**config.mk**
```make
export PLATFORM = sky130hd
export DESIGN_NAME = tri_port_regfile_lookup_ctrl_flat
export DESIGN_NICKNAME = d
export VERILOG_FILES = /design/src/rtl/tri_port_regfile_lookup_ctrl_if.sv /design/src/rtl/tri_port_regfile_lookup_ctrl.sv /design/src/flat_wrapper.sv
export SDC_FILE = /design/constraint.sdc
export NUM_CORES = 1
export LEC_CHECK = 0
export ABC_AREA = 1
export BUFFER_PORTS_ARGS = -buffer_cell sky130_fd_sc_hd__buf_2
export CORE_MARGIN = 2
export CORE_UTILIZATION = 44
export CTS_CLUSTER_SIZE = 14
export DETAILED_ROUTE_END_ITERATION = 10
export GPL_TIMING_DRIVEN = 0
export PLACE_DENSITY = 0.75
export REMOVE_ABC_BUFFERS = 1
export SLEW_MARGIN = 20
export SYNTH_ARGS = -nofsm -noshare
export SYNTH_HDL_FRONTEND = slang
export SYNTH_SLANG_ARGS = --single-unit
```
**constraint.sdc**
```tcl
create_clock -name clk_in -period 1.2 [get_ports clk_in]
set_input_delay 0.18 -clock clk_in [delete_from_list [all_inputs] [get_ports clk_in]]
set_output_delay 0.18 -clock clk_in [all_outputs]
set_load 0.05 [all_outputs]
```
**src/rtl/tri_port_regfile_lookup_ctrl_if.sv**
```systemverilog
// tri_port_regfile_lookup_ctrl_if: lookup request/response channels plus the regfile CAM/write port.
interface tri_port_regfile_lookup_ctrl_if #(
    parameter int SINGLE_ENTRY_WIDTH_IN_BITS = 8,
    parameter int NUM_ENTRY = 4
);
    logic                                  request_valid_in;
    logic [SINGLE_ENTRY_WIDTH_IN_BITS-1:0] request_key_in;
    logic                                  request_ready_out;
    logic                                  response_valid_out;
    logic                                  response_hit_out;
    logic [NUM_ENTRY-1:0]                  response_index_decoded_out;
    logic                                  response_ready_in;
    logic                                  cam_en_out;
    logic [SINGLE_ENTRY_WIDTH_IN_BITS-1:0] cam_entry_out;
    logic                                  write_en_out;
    logic [NUM_ENTRY-1:0]                  write_entry_addr_decoded_out;
    logic [SINGLE_ENTRY_WIDTH_IN_BITS-1:0] write_entry_out;
    logic [NUM_ENTRY-1:0]                  cam_result_decoded_in;

    modport master (
        output request_valid_in, request_key_in, response_ready_in, cam_result_decoded_in,
        input  request_ready_out, response_valid_out, response_hit_out, response_index_decoded_out,
        input  cam_en_out, cam_entry_out, write_en_out, write_entry_addr_decoded_out, write_entry_out
    );
    modport slave (
        input  request_valid_in, request_key_in, response_ready_in, cam_result_decoded_in,
        output request_ready_out, response_valid_out, response_hit_out, response_index_decoded_out,
        output cam_en_out, cam_entry_out, write_en_out, write_entry_addr_decoded_out, write_entry_out
    );
endinterface

```
**src/rtl/tri_port_regfile_lookup_ctrl.sv**
```systemverilog
// tri_port_regfile_lookup_ctrl: CAM lookup controller that inserts misses into a regfile with round-robin replacement.
module tri_port_regfile_lookup_ctrl #(
    parameter int SINGLE_ENTRY_WIDTH_IN_BITS = 8,
    parameter int NUM_ENTRY = 4
) (
    input logic clk_in,
    input logic reset_in,
    input logic flush_in,
    tri_port_regfile_lookup_ctrl_if.slave bus
);
    localparam int W = SINGLE_ENTRY_WIDTH_IN_BITS;
    localparam int N = NUM_ENTRY;

    typedef enum logic [2:0] {IDLE, SEARCH, EVAL, WRITE, RESP} state_t;

    state_t         state, next;
    logic [W-1:0]   key_q;
    logic [N-1:0]   valid_q, rr_q, idx_q, hit_vec, hit_low, inv, victim;
    logic           hit_q, live, accept;

    // reset and flush both suppress every output combinationally so nothing leaks on the abort edge
    assign live    = ~reset_in & ~flush_in;
    assign accept  = bus.request_valid_in & bus.request_ready_out;
    assign hit_vec = bus.cam_result_decoded_in & valid_q;
    assign hit_low = hit_vec & -hit_vec;
    assign inv     = ~valid_q;
    assign victim  = &valid_q ? rr_q : inv & -inv;

    always_ff @(posedge clk_in)
        state <= (reset_in | flush_in) ? IDLE : next;

    always_comb begin
        next = state;
        case (state)
            IDLE:    next = accept ? SEARCH : IDLE;
            SEARCH:  next = EVAL;
            EVAL:    next = |hit_vec ? RESP : WRITE;
            WRITE:   next = RESP;
            RESP:    next = bus.response_ready_in ? IDLE : RESP;
            default: next = IDLE;
        endcase
    end

    always_ff @(posedge clk_in) begin
        if (reset_in | flush_in) begin
            valid_q <= '0;
            rr_q    <= {{(N-1){1'b0}}, 1'b1};
            key_q   <= '0;
            hit_q   <= 1'b0;
            idx_q   <= '0;
        end else begin
            if (accept)
                key_q <= bus.request_key_in;
            if (state == EVAL) begin
                hit_q <= |hit_vec;
                idx_q <= |hit_vec ? hit_low : victim;
                if (~|hit_vec & &valid_q)
                    rr_q <= {rr_q[N-2:0], rr_q[N-1]};
            end
            if (state == WRITE)
                valid_q <= valid_q | idx_q;
        end
    end

    always_comb begin
        bus.request_ready_out            = live & (state == IDLE);
        bus.cam_en_out                   = live & (state == SEARCH);
        bus.cam_entry_out                = bus.cam_en_out ? key_q : '0;
        bus.write_en_out                 = live & (state == WRITE);
        bus.write_entry_addr_decoded_out = bus.write_en_out ? idx_q : '0;
        bus.write_entry_out              = bus.write_en_out ? key_q : '0;
        bus.response_valid_out           = live & (state == RESP);
        bus.response_hit_out             = bus.response_valid_out & hit_q;
        bus.response_index_decoded_out   = bus.response_valid_out ? idx_q : '0;
    end
endmodule
```
**src/flat_wrapper.sv**
```systemverilog
// flat-port wrapper written by rule: the top's interface ports become plain ports
module tri_port_regfile_lookup_ctrl_flat 
#(
    parameter int SINGLE_ENTRY_WIDTH_IN_BITS = 8,
    parameter int NUM_ENTRY = 4
)
  (clk_in, reset_in, flush_in, bus_request_valid_in, bus_request_key_in, bus_response_ready_in, bus_cam_result_decoded_in, bus_request_ready_out, bus_response_valid_out, bus_response_hit_out, bus_response_index_decoded_out, bus_cam_en_out, bus_cam_entry_out, bus_write_en_out, bus_write_entry_addr_decoded_out, bus_write_entry_out);
  tri_port_regfile_lookup_ctrl_if #(.SINGLE_ENTRY_WIDTH_IN_BITS(SINGLE_ENTRY_WIDTH_IN_BITS), .NUM_ENTRY(NUM_ENTRY)) bus_i ();
  input logic clk_in;
  input logic reset_in;
  input logic flush_in;
  input wire logic [$bits(bus_i.request_valid_in)-1:0] bus_request_valid_in;
  input wire logic [$bits(bus_i.request_key_in)-1:0] bus_request_key_in;
  input wire logic [$bits(bus_i.response_ready_in)-1:0] bus_response_ready_in;
  input wire logic [$bits(bus_i.cam_result_decoded_in)-1:0] bus_cam_result_decoded_in;
  output wire logic [$bits(bus_i.request_ready_out)-1:0] bus_request_ready_out;
  output wire logic [$bits(bus_i.response_valid_out)-1:0] bus_response_valid_out;
  output wire logic [$bits(bus_i.response_hit_out)-1:0] bus_response_hit_out;
  output wire logic [$bits(bus_i.response_index_decoded_out)-1:0] bus_response_index_decoded_out;
  output wire logic [$bits(bus_i.cam_en_out)-1:0] bus_cam_en_out;
  output wire logic [$bits(bus_i.cam_entry_out)-1:0] bus_cam_entry_out;
  output wire logic [$bits(bus_i.write_en_out)-1:0] bus_write_en_out;
  output wire logic [$bits(bus_i.write_entry_addr_decoded_out)-1:0] bus_write_entry_addr_decoded_out;
  output wire logic [$bits(bus_i.write_entry_out)-1:0] bus_write_entry_out;
  assign bus_i.request_valid_in = bus_request_valid_in;
  assign bus_i.request_key_in = bus_request_key_in;
  assign bus_i.response_ready_in = bus_response_ready_in;
  assign bus_i.cam_result_decoded_in = bus_cam_result_decoded_in;
  assign bus_request_ready_out = bus_i.request_ready_out;
  assign bus_response_valid_out = bus_i.response_valid_out;
  assign bus_response_hit_out = bus_i.response_hit_out;
  assign bus_response_index_decoded_out = bus_i.response_index_decoded_out;
  assign bus_cam_en_out = bus_i.cam_en_out;
  assign bus_cam_entry_out = bus_i.cam_entry_out;
  assign bus_write_en_out = bus_i.write_en_out;
  assign bus_write_entry_addr_decoded_out = bus_i.write_entry_addr_decoded_out;
  assign bus_write_entry_out = bus_i.write_entry_out;
  tri_port_regfile_lookup_ctrl #(.SINGLE_ENTRY_WIDTH_IN_BITS(SINGLE_ENTRY_WIDTH_IN_BITS), .NUM_ENTRY(NUM_ENTRY)) u_core (.clk_in(clk_in), .reset_in(reset_in), .flush_in(flush_in), .bus(bus_i));
endmodule
```
# ---- Yosys cells after proc, flatten, opt, wreduce, memory -nomap -nowiden
# Index checks and enable logic that the tools add are counted.
dict set report word_totals {
  ff_bits 24
  latchBits 0
  ram_bits 0
  romBits 0
  output_inout_bits 29
  elab_cells 43
  memories 0
}
dict set report op_classes {
  n_addsub 2
  mul 0
  n_div 0
  n_lt_le_gt_ge 0
  n_eq_ne 4
  n_shift 0
  mux 10
  bitwise 16
  reduce_logical 5
}
# cell n
set op_table {}
lappend op_table {{$mux W4} 4}
lappend op_table {{$mux W8} 2}
lappend op_table {{$pmux W3 S5} 1}
lappend op_table {{$and A4 B4 Y4} 3}
lappend op_table {{$and A1 B1 Y1} 8}
lappend op_table {{$neg A4 Y4} 2}
lappend op_table {{$eq A3 B2 Y1 const B} 2}
lappend op_table {{$mux W3} 2}
lappend op_table {{$not A4 Y4} 1}
lappend op_table {{$or A4 B4 Y4} 1}
lappend op_table {{$reduce_and A4 Y1} 1}
lappend op_table {{$reduce_or A4 Y1} 1}
lappend op_table {{$eq A3 B1 Y1 const B} 1}
lappend op_table {{$eq A3 B3 Y1 const B} 1}
lappend op_table {{$logic_not A3 Y1} 1}
lappend op_table {{$not A1 Y1} 2}
lappend op_table {{$reduce_and A2 Y1} 1}
lappend op_table {{$logic_not A1 Y1} 1}
lappend op_table {{$mux W1} 1}
lappend op_table {{$or A1 B1 Y1} 1}

# ---- Longest topological paths before layout
dict set report depth {
  ltp_word 6
  depth_mapped 8
  depth_no_buf 7
}

# ---- Worst setup path after synthesis
# OpenSTA, ideal clock, no wires.
dict set report synth_timing {
  path_type {input -> output}
  start {in flush_in}
  end {out bus_request_ready_out}
  arrival_ps 2053
  setup_slack_ps -1033
  path_stages 4
  path_buffers 1
  path_cell_list {nor2_2 -> buf_4 -> inv_2 -> nor4_1}
}
dict set report synth_between {
  elab_chain_len 3
}
# element line
set synth_rtl {}
lappend synth_rtl {{start, declared} flat_wrapper.sv:11} ;# input logic flush_in;
lappend synth_rtl {{$not A1 Y1} tri_port_regfile_lookup_ctrl.sv:22} ;# assign live = ~reset_in & ~flush_in;
lappend synth_rtl {{$and A1 B1 Y1} tri_port_regfile_lookup_ctrl.sv:22}
lappend synth_rtl {{$and A1 B1 Y1} tri_port_regfile_lookup_ctrl.sv:66} ;# bus.request_ready_out = live & (state == IDLE);
lappend synth_rtl {{end, declared} flat_wrapper.sv:16} ;# output wire logic [$bits(bus_i.request_ready_out)-1:0] bus_request_ready_out;
# Every way passes these cells.

# ---- Final worst setup path
dict set report layout_timing {
  start {reg u_core.state[1]}
  end {out bus_cam_entry_out[2]}
}
dict set report layout_between {
  elab_chain_len 3
}
# element line
set layout_rtl {}
lappend layout_rtl {{start, declared} tri_port_regfile_lookup_ctrl.sv:16} ;# state_t state, next;
lappend layout_rtl {{start signal, assigned} tri_port_regfile_lookup_ctrl.sv:30} ;# state <= (reset_in | flush_in) ? IDLE : next;
lappend layout_rtl {{$eq A3 B1 Y1} tri_port_regfile_lookup_ctrl.sv:67} ;# bus.cam_en_out = live & (state == SEARCH);
lappend layout_rtl {{$and A1 B1 Y1} tri_port_regfile_lookup_ctrl.sv:67}
lappend layout_rtl {{$mux W8} tri_port_regfile_lookup_ctrl.sv:68} ;# bus.cam_entry_out = bus.cam_en_out ? key_q : '0;
lappend layout_rtl {{end, declared} flat_wrapper.sv:21} ;# output wire logic [$bits(bus_i.cam_entry_out)-1:0] bus_cam_entry_out;
# Every way passes these cells.

==> results.md <==
- Largest net degree at the start of global routing: 13
- Fin. Hold Viols: 0
- Total Nets Final: 282
- DR pass1 iterations: 5
- Synthesized flop and latch total: 24
- Syn Inst Count: 193
- Worst-margin pin slew: 0.4914 ns
- Critical Path Start Type: flip-flop
- Synth warnings: 0
- Ports: 46
- Die width: about 58 µm
- Global-route wire length before repair: a little under 6000 µm
- Max Buffers Root-to-Sink: 2
- CP endpoint kind: output port
- Grt total ovfl: 0
- Vias in the first global route: around 1300
- Total number of H-tree levels: 1
- PortBufs: between 40 and 50
- Final min period: ~1.6 ns
- Placement Setup Slack: -0.9112 ns
- Clock latency on the worst-skew pair: approximately 0.33 ns
- Layout Skew: 0.008106 ns
- Residual DRC: 0
- Initial detailed-routing violation count: 90
- Status: complete, but fails checks
- Crit path max-delay family: flip-flops
- Dpl hpwl: about 2000 µm
- Root buffer cell: clkbuf_4
- Peak supply drop: about 0.63 mV
- Metal-1 WL: roughly 1900 µm
- Final setup viols: 50
- Worst-path clk slew: about 0.14 ns
- RSZ-0062 raised after global routing: true
- Worst stage delay on the critical path: ~0.43 ns
- Buf+Inv Stages, Crit Path: 3
- Worst hold-check path type: input port to flip-flop
- Max-slew violations: 0
- WL met3: approximately 450 µm
- Mapped Area: 1271 µm²
- Ant. Diodes: 0
- Final worst-path cycle share: 135.5%
- ANT nets after route: 0
- Die area: around 3300 µm²
- Register area share after synthesis: between 30% and 40%
- Met2 wire len: around 2500 µm
- TritonCTS Buffers: 3
- Vias: approximately 1600
- Final WL: 5076 µm
- Crit path max fanout: 8
- Area grow syn2layout: 77.17%
- CP Cell Sequence: inv_2 -> nand3_4 -> nor2_4 -> inv_6 -> nor2_2 -> buf_6
- Clock Sinks: 24
- Initial antenna violation count: 0
- Syn avg cell area: 6.587 µm²
- Placed Cells: approximately 260
- Critical path class: flip-flop to output port
- Netlist cell types: 20
- CTS tree: built
- Peak Freq: roughly 600 MHz
- Violated checks: setup timing
- Max-slew headroom: approximately 67%
- Gpl congestion: 0.7371
- Core area: roughly 2800 µm²
- Leak: ~0.9 nW
- Pwr/cell area: around 600 nW/µm²
- GRT Total Usage: a little under a quarter
- Worst Path Arrival: 1.45 ns
- Std cell rows: 19
- Critical path data required time: 1.02 ns
- CP max stage cell: dfxtp_4
- Setup TNS Final: -15.00 ns
- Vias per inst: 5.578
- Die height: a little under 60 µm
- Starting Density: a little under half
- MaxCap Viol Count: 0
- Max layer used: met4
- Final WS setup: -0.4262 ns
- Routed wire per std cell: ~17 µm
- Layout Cells excl Fill: approximately 290
- Layout cell share with drive strength beyond 1: a little over half
- # hold bufs at CTS: 0
## repair_timing
| action | in CTS | in global routing |
|---|---|---|
| gates cloned | 3 | 2 |
| endpoints found under the setup margin | 53 | 49 |
| pin swaps | 4 | 17 |
| gates resized for setup | 96 | 61 |
| buffers inserted | 9 | 14 |
## flip-flops by register name, indices dropped and copies added (netlist names)
signal and flops:
u_core.key_q 8, u_core.hit_q 1, u_core.state 3, u_core.idx_q 4
u_core.rr_q 4, u_core.valid_q 4
## through the flow
step | instance area, µm² | util (%) | hold WS (ns) | total power [W]
3_5_place_dp | 1489 | 53.99 | 0.4081 | 0.0009173
6_report | 2252 | 81.67 | 0.05182 | 0.001336
4_1_cts | 1916 | 69.46 | 0.08234 | 0.001286
3_3_place_gp | 1489 | 53.99 | 0.4041 | 0.0009162
5_1_grt | 2252 | 81.67 | 0.06696 | 0.001375
2_1_floorplan | 1225 | - | 0.3149 | 0.0008772
## power breakdown
part           total, W  internal, W  switching [W]
Sequential     0.000805     0.000798     0.00000680
Combinational  0.000152    0.0000556      0.0000969
Clock          0.000379     0.000118       0.000260
Total           0.00134     0.000972       0.000364
## layout by cell type (no fill, tap or decap), types with 5 or more instances in the layout
cell type | synthesis | final
a21oi_1 | 7 | 5
buf_2 | 1 | 16
buf_4 | 1 | 15
buf_6 | 3 | 25
buf_8 | 0 | 10
dfxtp_1 | 24 | 21
inv_1 | 26 | 22
nand2_1 | 42 | 35
nand2_2 | 1 | 8
nor2_1 | 54 | 24
nor2_2 | 4 | 18
nor2_4 | 1 | 18
o21ai_0 | 9 | 7
## kinds of logic (layout without fill, tap and decap cells)
group | Yosys count | in the layout | synth area share (%)
buffers and inverters | 34 | 99 | 12.20
AOI/OAI and AO/OA | 18 | 18 | 7.283
and+or+nand+nor | 117 | 122 | 42.72
DFF | 24 | 24 | 37.80
## layer usage
layer | vias to the layer above | GRT usage (%)
li1 | 753 | -
met5 | - | 0
met3 | 28 | 2.679
met2 | 113 | 37.66
met4 | 0 | 11.30
met1 | 746 | 29.89
## layout make-up
cell class	instances	area [µm²]
multi-input cells	140	928.4
fillers	164	505.5
clock buffers	3	22.52
repair buffers	67	644.4
flip-flops and latches	24	491.7
inverters	29	126.4
well taps	31	38.79
## worst paths after layout
| path | startpoint | to | slack [ns] | cells after the start |
|---|---|---|---|---|
| worst min-delay path | bus_request_key_in[3] | u_core.key_q[3]$_SDFFE_PP0P_ | 0.05 | 3 |
| worst max-delay path | u_core.state[1]$_SDFF_PP0_ | bus_cam_entry_out[2] | -0.43 | 6 |
| worst min register to register | u_core.rr_q[2]$_SDFFE_PP0P_ | u_core.rr_q[3]$_SDFFE_PP0P_ | 0.51 | 2 |
| worst max register to register | u_core.state[2]$_SDFF_PP0_ | u_core.idx_q[1]$_SDFFE_PP0N_ | -0.34 | 10 |
## worst min-delay path, stage by stage
cell and delay [ns]:
buf_2 0.07, nor2_1 0.03, nor2_1 0.07
## cell usage after synthesis (all sizes together)
cell type	instances	area share, %
o21ai	9	3.5
inv	29	8.6
nor4	1	0.49
nand3	8	4.1
buf	5	3.6
dfxtp	24	38
nand4	5	4.8
nor2	60	20
a21oi	7	2.8
o22ai	2	0.98
nand2	43	13
No activity file was read; power rests on OpenSTA's default activity.
